==> src/rtl/minmax_tracker4b.sv <==
// Streaming 4-bit min/max tracker: per-frame running min, max, sample count and all-equal flag.
// Optional MINMAX_TRACKER_SAT_EN makes the sample count saturate instead of wrapping.
module minmax_tracker4b #(
  parameter int CNT_W = 8
) (
  input  logic             clk,
  input  logic             rst,
  input  logic             mode_signed,
  input  logic             in_valid,
  output logic             in_ready,
  input  logic [3:0]       in_data,
  input  logic             in_last,
  output logic             out_valid,
  input  logic             out_ready,
  output logic [3:0]       out_min,
  output logic [3:0]       out_max,
  output logic [CNT_W-1:0] out_count,
  output logic             out_eq_all
);

  typedef enum logic [1:0] {S_IDLE, S_ACCUM, S_HOLD} state_t;

  state_t           r_state;
  state_t           w_state_nxt;
  logic             r_mode;
  logic [3:0]       r_min;
  logic [3:0]       r_max;
  logic [CNT_W-1:0] r_count;
  logic             r_eq_all;
  logic [3:0]       r_out_min;
  logic [3:0]       r_out_max;
  logic [CNT_W-1:0] r_out_count;
  logic             r_out_eq_all;

  logic             w_accept;
  logic             w_zf_min;
  logic             w_lt_min;
  logic             w_lt_max;
  logic [CNT_W-1:0] w_cnt_inc;
  logic [3:0]       w_min_nxt;
  logic [3:0]       w_max_nxt;
  logic [CNT_W-1:0] w_cnt_nxt;
  logic             w_eq_nxt;

  // Comparator "A orders below B": SLT for two's-complement, SLTu otherwise.
  function automatic logic lt4(input logic [3:0] a, input logic [3:0] b, input logic sgn);
    logic sltu;
    logic slt;
    sltu = (a < b);
    slt  = ($signed(a) < $signed(b));
    return sgn ? slt : sltu;
  endfunction

  assign w_accept = in_valid & in_ready;
  assign w_zf_min = (in_data == r_min);
  assign w_lt_min = lt4(in_data, r_min, r_mode);
  assign w_lt_max = lt4(r_max, in_data, r_mode);

`ifdef MINMAX_TRACKER_SAT_EN
  assign w_cnt_inc = (&r_count) ? r_count : r_count + CNT_W'(1);
`else
  assign w_cnt_inc = r_count + CNT_W'(1);
`endif

  always_comb begin
    w_min_nxt = r_min;
    w_max_nxt = r_max;
    w_cnt_nxt = r_count;
    w_eq_nxt  = r_eq_all;
    if (r_state == S_IDLE) begin
      w_min_nxt = in_data;
      w_max_nxt = in_data;
      w_cnt_nxt = CNT_W'(1);
      w_eq_nxt  = 1'b1;
    end else begin
      if (w_lt_min) w_min_nxt = in_data;
      if (w_lt_max) w_max_nxt = in_data;
      w_cnt_nxt = w_cnt_inc;
      w_eq_nxt  = r_eq_all & w_zf_min;
    end
  end

  always_ff @(posedge clk or posedge rst) begin
    if (rst) r_state <= S_IDLE;
    else     r_state <= w_state_nxt;
  end

  // Handshake flags depend on state only, so no input-to-output combinational path exists.
  always_comb begin
    w_state_nxt = r_state;
    in_ready    = 1'b0;
    out_valid   = 1'b0;
    case (r_state)
      S_IDLE: begin
        in_ready = 1'b1;
        if (in_valid) w_state_nxt = in_last ? S_HOLD : S_ACCUM;
      end
      S_ACCUM: begin
        in_ready = 1'b1;
        if (in_valid && in_last) w_state_nxt = S_HOLD;
      end
      S_HOLD: begin
        out_valid = 1'b1;
        if (out_ready) w_state_nxt = S_IDLE;
      end
      default: w_state_nxt = S_IDLE;
    endcase
  end

  always_ff @(posedge clk or posedge rst) begin
    if (rst) begin
      r_mode       <= 1'b0;
      r_min        <= '0;
      r_max        <= '0;
      r_count      <= '0;
      r_eq_all     <= 1'b0;
      r_out_min    <= '0;
      r_out_max    <= '0;
      r_out_count  <= '0;
      r_out_eq_all <= 1'b0;
    end else if (w_accept) begin
      if (r_state == S_IDLE) r_mode <= mode_signed;
      r_min    <= w_min_nxt;
      r_max    <= w_max_nxt;
      r_count  <= w_cnt_nxt;
      r_eq_all <= w_eq_nxt;
      if (in_last) begin
        r_out_min    <= w_min_nxt;
        r_out_max    <= w_max_nxt;
        r_out_count  <= w_cnt_nxt;
        r_out_eq_all <= w_eq_nxt;
      end
    end
  end

  assign out_min    = r_out_min;
  assign out_max    = r_out_max;
  assign out_count  = r_out_count;
  assign out_eq_all = r_out_eq_all;

endmodule

==> config.mk <==
export PLATFORM = sky130hd
export DESIGN_NAME = minmax_tracker4b
export DESIGN_NICKNAME = d
export VERILOG_FILES = /design/src/rtl/minmax_tracker4b.sv
export SDC_FILE = /design/constraint.sdc
export NUM_CORES = 1
export LEC_CHECK = 0
export ABC_AREA = 1
export CORE_ASPECT_RATIO = 1.1
export CORE_MARGIN = 2
export CORE_UTILIZATION = 23
export CTS_CLUSTER_SIZE = 24
export DETAILED_ROUTE_END_ITERATION = 8
export PLACE_DENSITY_LB_ADDON = 0.12
export SYNTH_ARGS = -nofsm -noshare
export SYNTH_HDL_FRONTEND = slang
export SYNTH_SLANG_ARGS = --single-unit
export TNS_END_PERCENT = 20
==> constraint.sdc <==
create_clock -name clk -period 3.05 [get_ports clk]
set_input_delay 0.61 -clock clk [delete_from_list [all_inputs] [get_ports clk]]
set_output_delay 0.61 -clock clk [all_outputs]
set_load 0.03 [all_outputs]
# After elaboration in Yosys (flattened, before gate mapping)

Index checks and enable logic that the tools add are counted.

Output and inout port bits: 19
Input port bits: 10
Word-level logic and storage cells: 44
Flip-flop bits (word level): 37

Muxes and demuxes: 15
Add/subtract/negate cells: 1
Eq/ne operators: 6
Bitwise logic cells: 2
Reduce and logical (&&, ||, !) cells: 6
Order comparisons: 4

Operators with widths:

| cell                  | number |
|---|---|
| $lt A4 B4 Y1          | 4 |
| $mux W4               | 4 |
| $add A8 B1 Y8 const B | 1 |
| $mux W2               | 4 |
| $mux W8               | 1 |
| $ne A2 B2 Y1 const B  | 3 |
| $pmux W2 S3           | 1 |
| $mux W1               | 5 |
| $eq A4 B4 Y1          | 1 |
| $reduce_and A2 Y1     | 2 |
| $reduce_and A3 Y1     | 1 |
| $and A1 B1 Y1         | 2 |
| $eq A2 B1 Y1 const B  | 1 |
| $eq A2 B2 Y1 const B  | 1 |
| $logic_not A2 Y1      | 1 |
| $reduce_or A2 Y1      | 1 |
| $logic_and A1 B1 Y1   | 1 |

# Logic depth before layout (Yosys ltp)

Depth in word-level cells: 5
Mapped depth: 12
Mapped depth without buffers: 12

# Worst setup path after synthesis

Ideal clock, no wire load.

Kind: input-to-reg
Start point: input in_data[3]
End point: register r_min[2]
Setup time: 0.126 ns
Data required time: 2.924 ns
Arrival time: 1.550 ns
Path buffers: 0
Stages on the path: 9
Slack: 1.374 ns
Cell sequence: ha_1 nand2_1 clkinv_1 a21oi_2 o21ai_2 nand2_2 nand2_1 nand3_1 o21ai_0

Cells in the longest elaborated chain, start to end: 4
Elaborated cells on any way between the ends: 5
Classes of those cells: 2 x order compare; 3 x mux

Ends and longest elaborated chain:

| what                            | line   | text |
|---|---|---|
| start: declaration              | 11     | `input logic [3:0] in_data,` |
| $lt A4 B4 Y1 (on tied branches) | 49, 50 |  |
| $mux W1 *                       | 51     | `return sgn ? slt : sltu;` |
| $mux W4 *                       | 76     | `if (w_lt_min) w_min_nxt = in_data;` |
| $mux W4 *                       | 70     | `if (r_state == S_IDLE) begin` |
| end signal: assignment          | 123    | `r_min <= w_min_nxt;` |
| end: declaration                | 26     | `logic [3:0] r_min;` |

Mark *: on every way between the ends. The rest lies on a longest branch, timed or not.
A chain may end at the register's enable or synchronous reset.

# Worst setup path in the final report

Start point: register r_state[1]
End point: output out_valid

Cells in the longest elaborated chain, start to end: 2

Ends and longest elaborated chain:

| what                     | line | text |
|---|---|---|
| start: declaration       | 23   | `state_t r_state;` |
| start signal: assignment | 85   | `else r_state <= w_state_nxt;` |
| $eq A2 B2 Y1             | 93   | `case (r_state)` |
| $mux W1                  | 93   |  |
| end: declaration         | 13   | `output logic out_valid,` |

No other way between the ends.

==> results.md <==
- Initial core utilization: 23.81%
- Cell types with the largest area share after synthesis: sky130_fd_sc_hd__dfrtp_1, sky130_fd_sc_hd__nand2_1, sky130_fd_sc_hd__nand3_1, sky130_fd_sc_hd__inv_1, sky130_fd_sc_hd__ha_1
- Clk network pwr share: 20.9%
- Clock buffers created by TritonCTS: 5
- Root Driver: sky130_fd_sc_hd__clkbuf_8
- Setup Total Neg Slack: 0 ps
- Fin. Hold Viols: 0
- Post-CTS Setup Repair Bufs: 0
- Pint: between 1 and 1.5 mW
- Achievable frequency: 0.4570 GHz
- Most common library cell in the layout ignoring fill and taps: sky130_fd_sc_hd__nand2_1
- PwrDens: between 700 and 800 mW/mm^2
- Dominant synthesized flop cell: sky130_fd_sc_hd__dfrtp_1
- Setup slack of the critical path after layout: 861.6 ps
- Crit Path Max Fanout: 6
- Relative contribution of combinational cells to total power: approximately two fifths
- Met3 global-route usage: 2.829%
- Standard-cell rows: 34
- Share of the clock period used by the worst path: 71.75%
- Syn-to-layout area delta: 25.56%
- Post-route clock skew: around 7.5 ps
- Total power: around 1.7 mW
- Number of slew-limit violations in the final report: 0
- Post-detailed-routing wire length: ~4600 um
- Worst vdd rail ir drop: between 0.0003 and 0.0004 V
- Detailed-route wire length per cell: 12.33 um
- Gr ovfl total: 0
- Crit path arrival time: ~1600 ps
- Critical path endpoint category: output pin
- Number of buffers on the longest clock path: 2
- Number of clock sinks seen by CTS: 37
- Vias in the first global route: roughly 1600
- Switching component of the power: roughly 0.67 mW
- Gpl congestion: ~0.75
- Met2 global-route usage: a little under a fifth
- Nets@finish: 280
- Global-route wire length before repair: 7879 um
- Final instance area: about 0.0024 mm^2
- CTS tree: done
- Share of total power consumed by net switching: around two fifths
- Cell-by-cell trace of the critical path: inv_2 > nor2_1 > clkdlybuf4s50_1
- DRC violation count after routing: 0
- Cell with the largest stage delay on the worst path: sky130_fd_sc_hd__clkdlybuf4s50_1
- Area after detailed placement: between 0.002 and 0.0025 mm^2
- Post-synthesis instance area: 0.001884 mm^2
- Count of distinct cell types in the synthesized netlist: 25
- Post-synth net total: 247
- Largest net degree at the start of global routing: 38
- Post-DP HPWL: about 3300 um
- Met1 track demand over resource in global routing: between 10% and 20%
- Io pins: 29
- Worst EP required: around 2400 ps
- Insertion delay of the later-clocked pin in the worst-skew pair: 290 ps
- Clock slew seen by the registers of the worst setup and hold paths: ~80 ps
- Portion of total power attributed to sequential cells: around 40%
- Family of cells with the greatest summed delay on the critical path: buffers and inverters
- Final critical-path required period: 2188 ps
- Antenna diodes: 0
- First-pass detailed-route iteration total: 4
- Synthesized flop and latch total: 37
- RSZ-0062 raised after global routing: false
- Startpoint-to-endpoint class of the critical path: reg2out
- Cell type with the largest total area after synthesis: sky130_fd_sc_hd__dfrtp_1
- Area of the core: slightly below 0.008 mm^2
- Global router's overall resource usage: 11.11%
- Total die area: 0.008933 mm^2
- Share of the synthesized area in the top cell type: approximately 49%
- Kind of launch point of the worst setup path: flip-flop
- Count of placed standard cells in the final layout, fillers left out: between 300 and 400
- Pleak: 1.142 nW
- Count of maximum capacitance violations: 0
- Syn Area/Cell: roughly 8 um^2
- CTS-repair resized insts: 0
- Number of H-tree levels: 2
- Number of vias after detailed routing: approximately 1600
- Crit-path max cell delay: ~670 ps
- Number of synthesis warnings: 0
- Hold buffer count at CTS: 0
- Post-Place Worst Slack: between 700 and 800 ps
- Worst Hold Class: reg2reg
- Port buffer count: 28
- Initial DRC Count: 32
- Share of flip-flops with an asynchronous set or reset after synthesis: 100.0%
- Bufs and invs on worst path: 2
- Y dimension of the die: about 99 um
- Count of flip-flops with a built-in enable after synthesis: 0
- Final setup violation count: 0
- Global routing's busiest layer: met2
- Routed vias/inst: 4.243
- ANT nets after route: 0
- Ratio of cells with drive above 1 in the final layout: about 8.4%
- Seq/Total Area, Yosys: between 40% and 50%
- Die span in x: about 90 um
- Min Hold Slack: slightly below 500 ps
- Share of the core filled with cells in the final layout: around 30%
- Remaining max-slew budget at the tightest pin: 66.95%
- Status: complete, no violations
- Slew at the pin closest to its max-slew limit: 495.8 ps
- Initial antenna violation count: 0
- Most frequent cells in the layout: sky130_fd_sc_hd__nand2_1, sky130_fd_sc_hd__dfrtp_1, sky130_fd_sc_hd__nand3_1
- Cell count after synthesis: 229
- Placed Cells: about 360
==> worst min-delay path, cell delays in order (launching register included) <==
cell and delay, ps:
sky130_fd_sc_hd__dfrtp_1 350, sky130_fd_sc_hd__nand2_1 50, sky130_fd_sc_hd__o21ai_0 50
==> cell families (layout without fill, tap and decap cells) <==
logic type,count (synthesis),after routing,synth area share (%)
AND/OR/NAND/NOR,114,114,27.16
buffers and inverters,38,71,8.432
flip-flops,37,37,49.14
AO/OA/AOI/OAI,31,31,9.363
adder cells (fa/ha/maj),8,8,5.312
multiplexers,1,1,0.5976
==> power groups by stage <==
stage	logic (mW)	registers [mW]	clock network, mW
floorplan	0.361	0.776	0
global placement	0.679	0.685	0
detailed placement	0.678	0.686	0
CTS	0.681	0.678	0.371
global route	0.766	0.691	0.390
finish	0.670	0.675	0.356
==> flip-flops by register name, summed over array words and instances (netlist names) <==
register	cells
r_count	8
r_max	4
r_mode	1
out_max	4
out_eq_all	1
r_eq_all	1
r_state	2
r_min	4
out_count	8
out_min	4
==> cell usage after synthesis (2+ instances only) <==
cell type,n
sky130_fd_sc_hd__buf_6,2
sky130_fd_sc_hd__dfrtp_1,37
sky130_fd_sc_hd__ha_1,8
sky130_fd_sc_hd__inv_1,28
sky130_fd_sc_hd__inv_2,6
sky130_fd_sc_hd__nand2_1,65
sky130_fd_sc_hd__nand2_2,3
sky130_fd_sc_hd__nand3_1,35
sky130_fd_sc_hd__nor2_1,7
sky130_fd_sc_hd__o21ai_0,16
sky130_fd_sc_hd__o21ai_1,8
==> area by class of cell <==
type / instances / area, um^2
tap: 108 / 135.1
inverter: 35 / 131.4
sequential: 37 / 925.9
timing repair buffer: 29 / 287.8
multi-input combinational: 154 / 799.5
clock buffer: 7 / 86.33
fill: 922 / 5547
==> final timing paths <==
| path | slack [ps] | from | endpoint | depth (start not counted) |
|---|---|---|---|---|
| worst max-delay path | 860 | r_state[1]$_DFFE_PP0P_ | out_valid | 3 |
| max in group asynchronous | 1960 | rst | r_min[3]$_DFFE_PP0P_ | 3 |
| worst min-delay path | 480 | out_count[2]$_DFFE_PP0P_ | out_count[2]$_DFFE_PP0P_ | 2 |
| worst min register to register | 480 | out_count[2]$_DFFE_PP0P_ | out_count[2]$_DFFE_PP0P_ | 2 |
| worst max register to register | 1420 | r_state[1]$_DFFE_PP0P_ | out_eq_all$_DFFE_PP0P_ | 6 |
| min in group asynchronous | 740 | rst | r_count[6]$_DFFE_PP0P_ | 3 |
==> per-layer routing <==
| metal | wire, um | vias up |
|---|---|---|
| met5 | 0 | - |
| met4 | 48 | 0 |
| met3 | 170 | 5 |
| met2 | 2152 | 23 |
| met1 | 2191 | 739 |
| li1 | - | 803 |
Note: power is estimated with default switching activity, not from simulation.
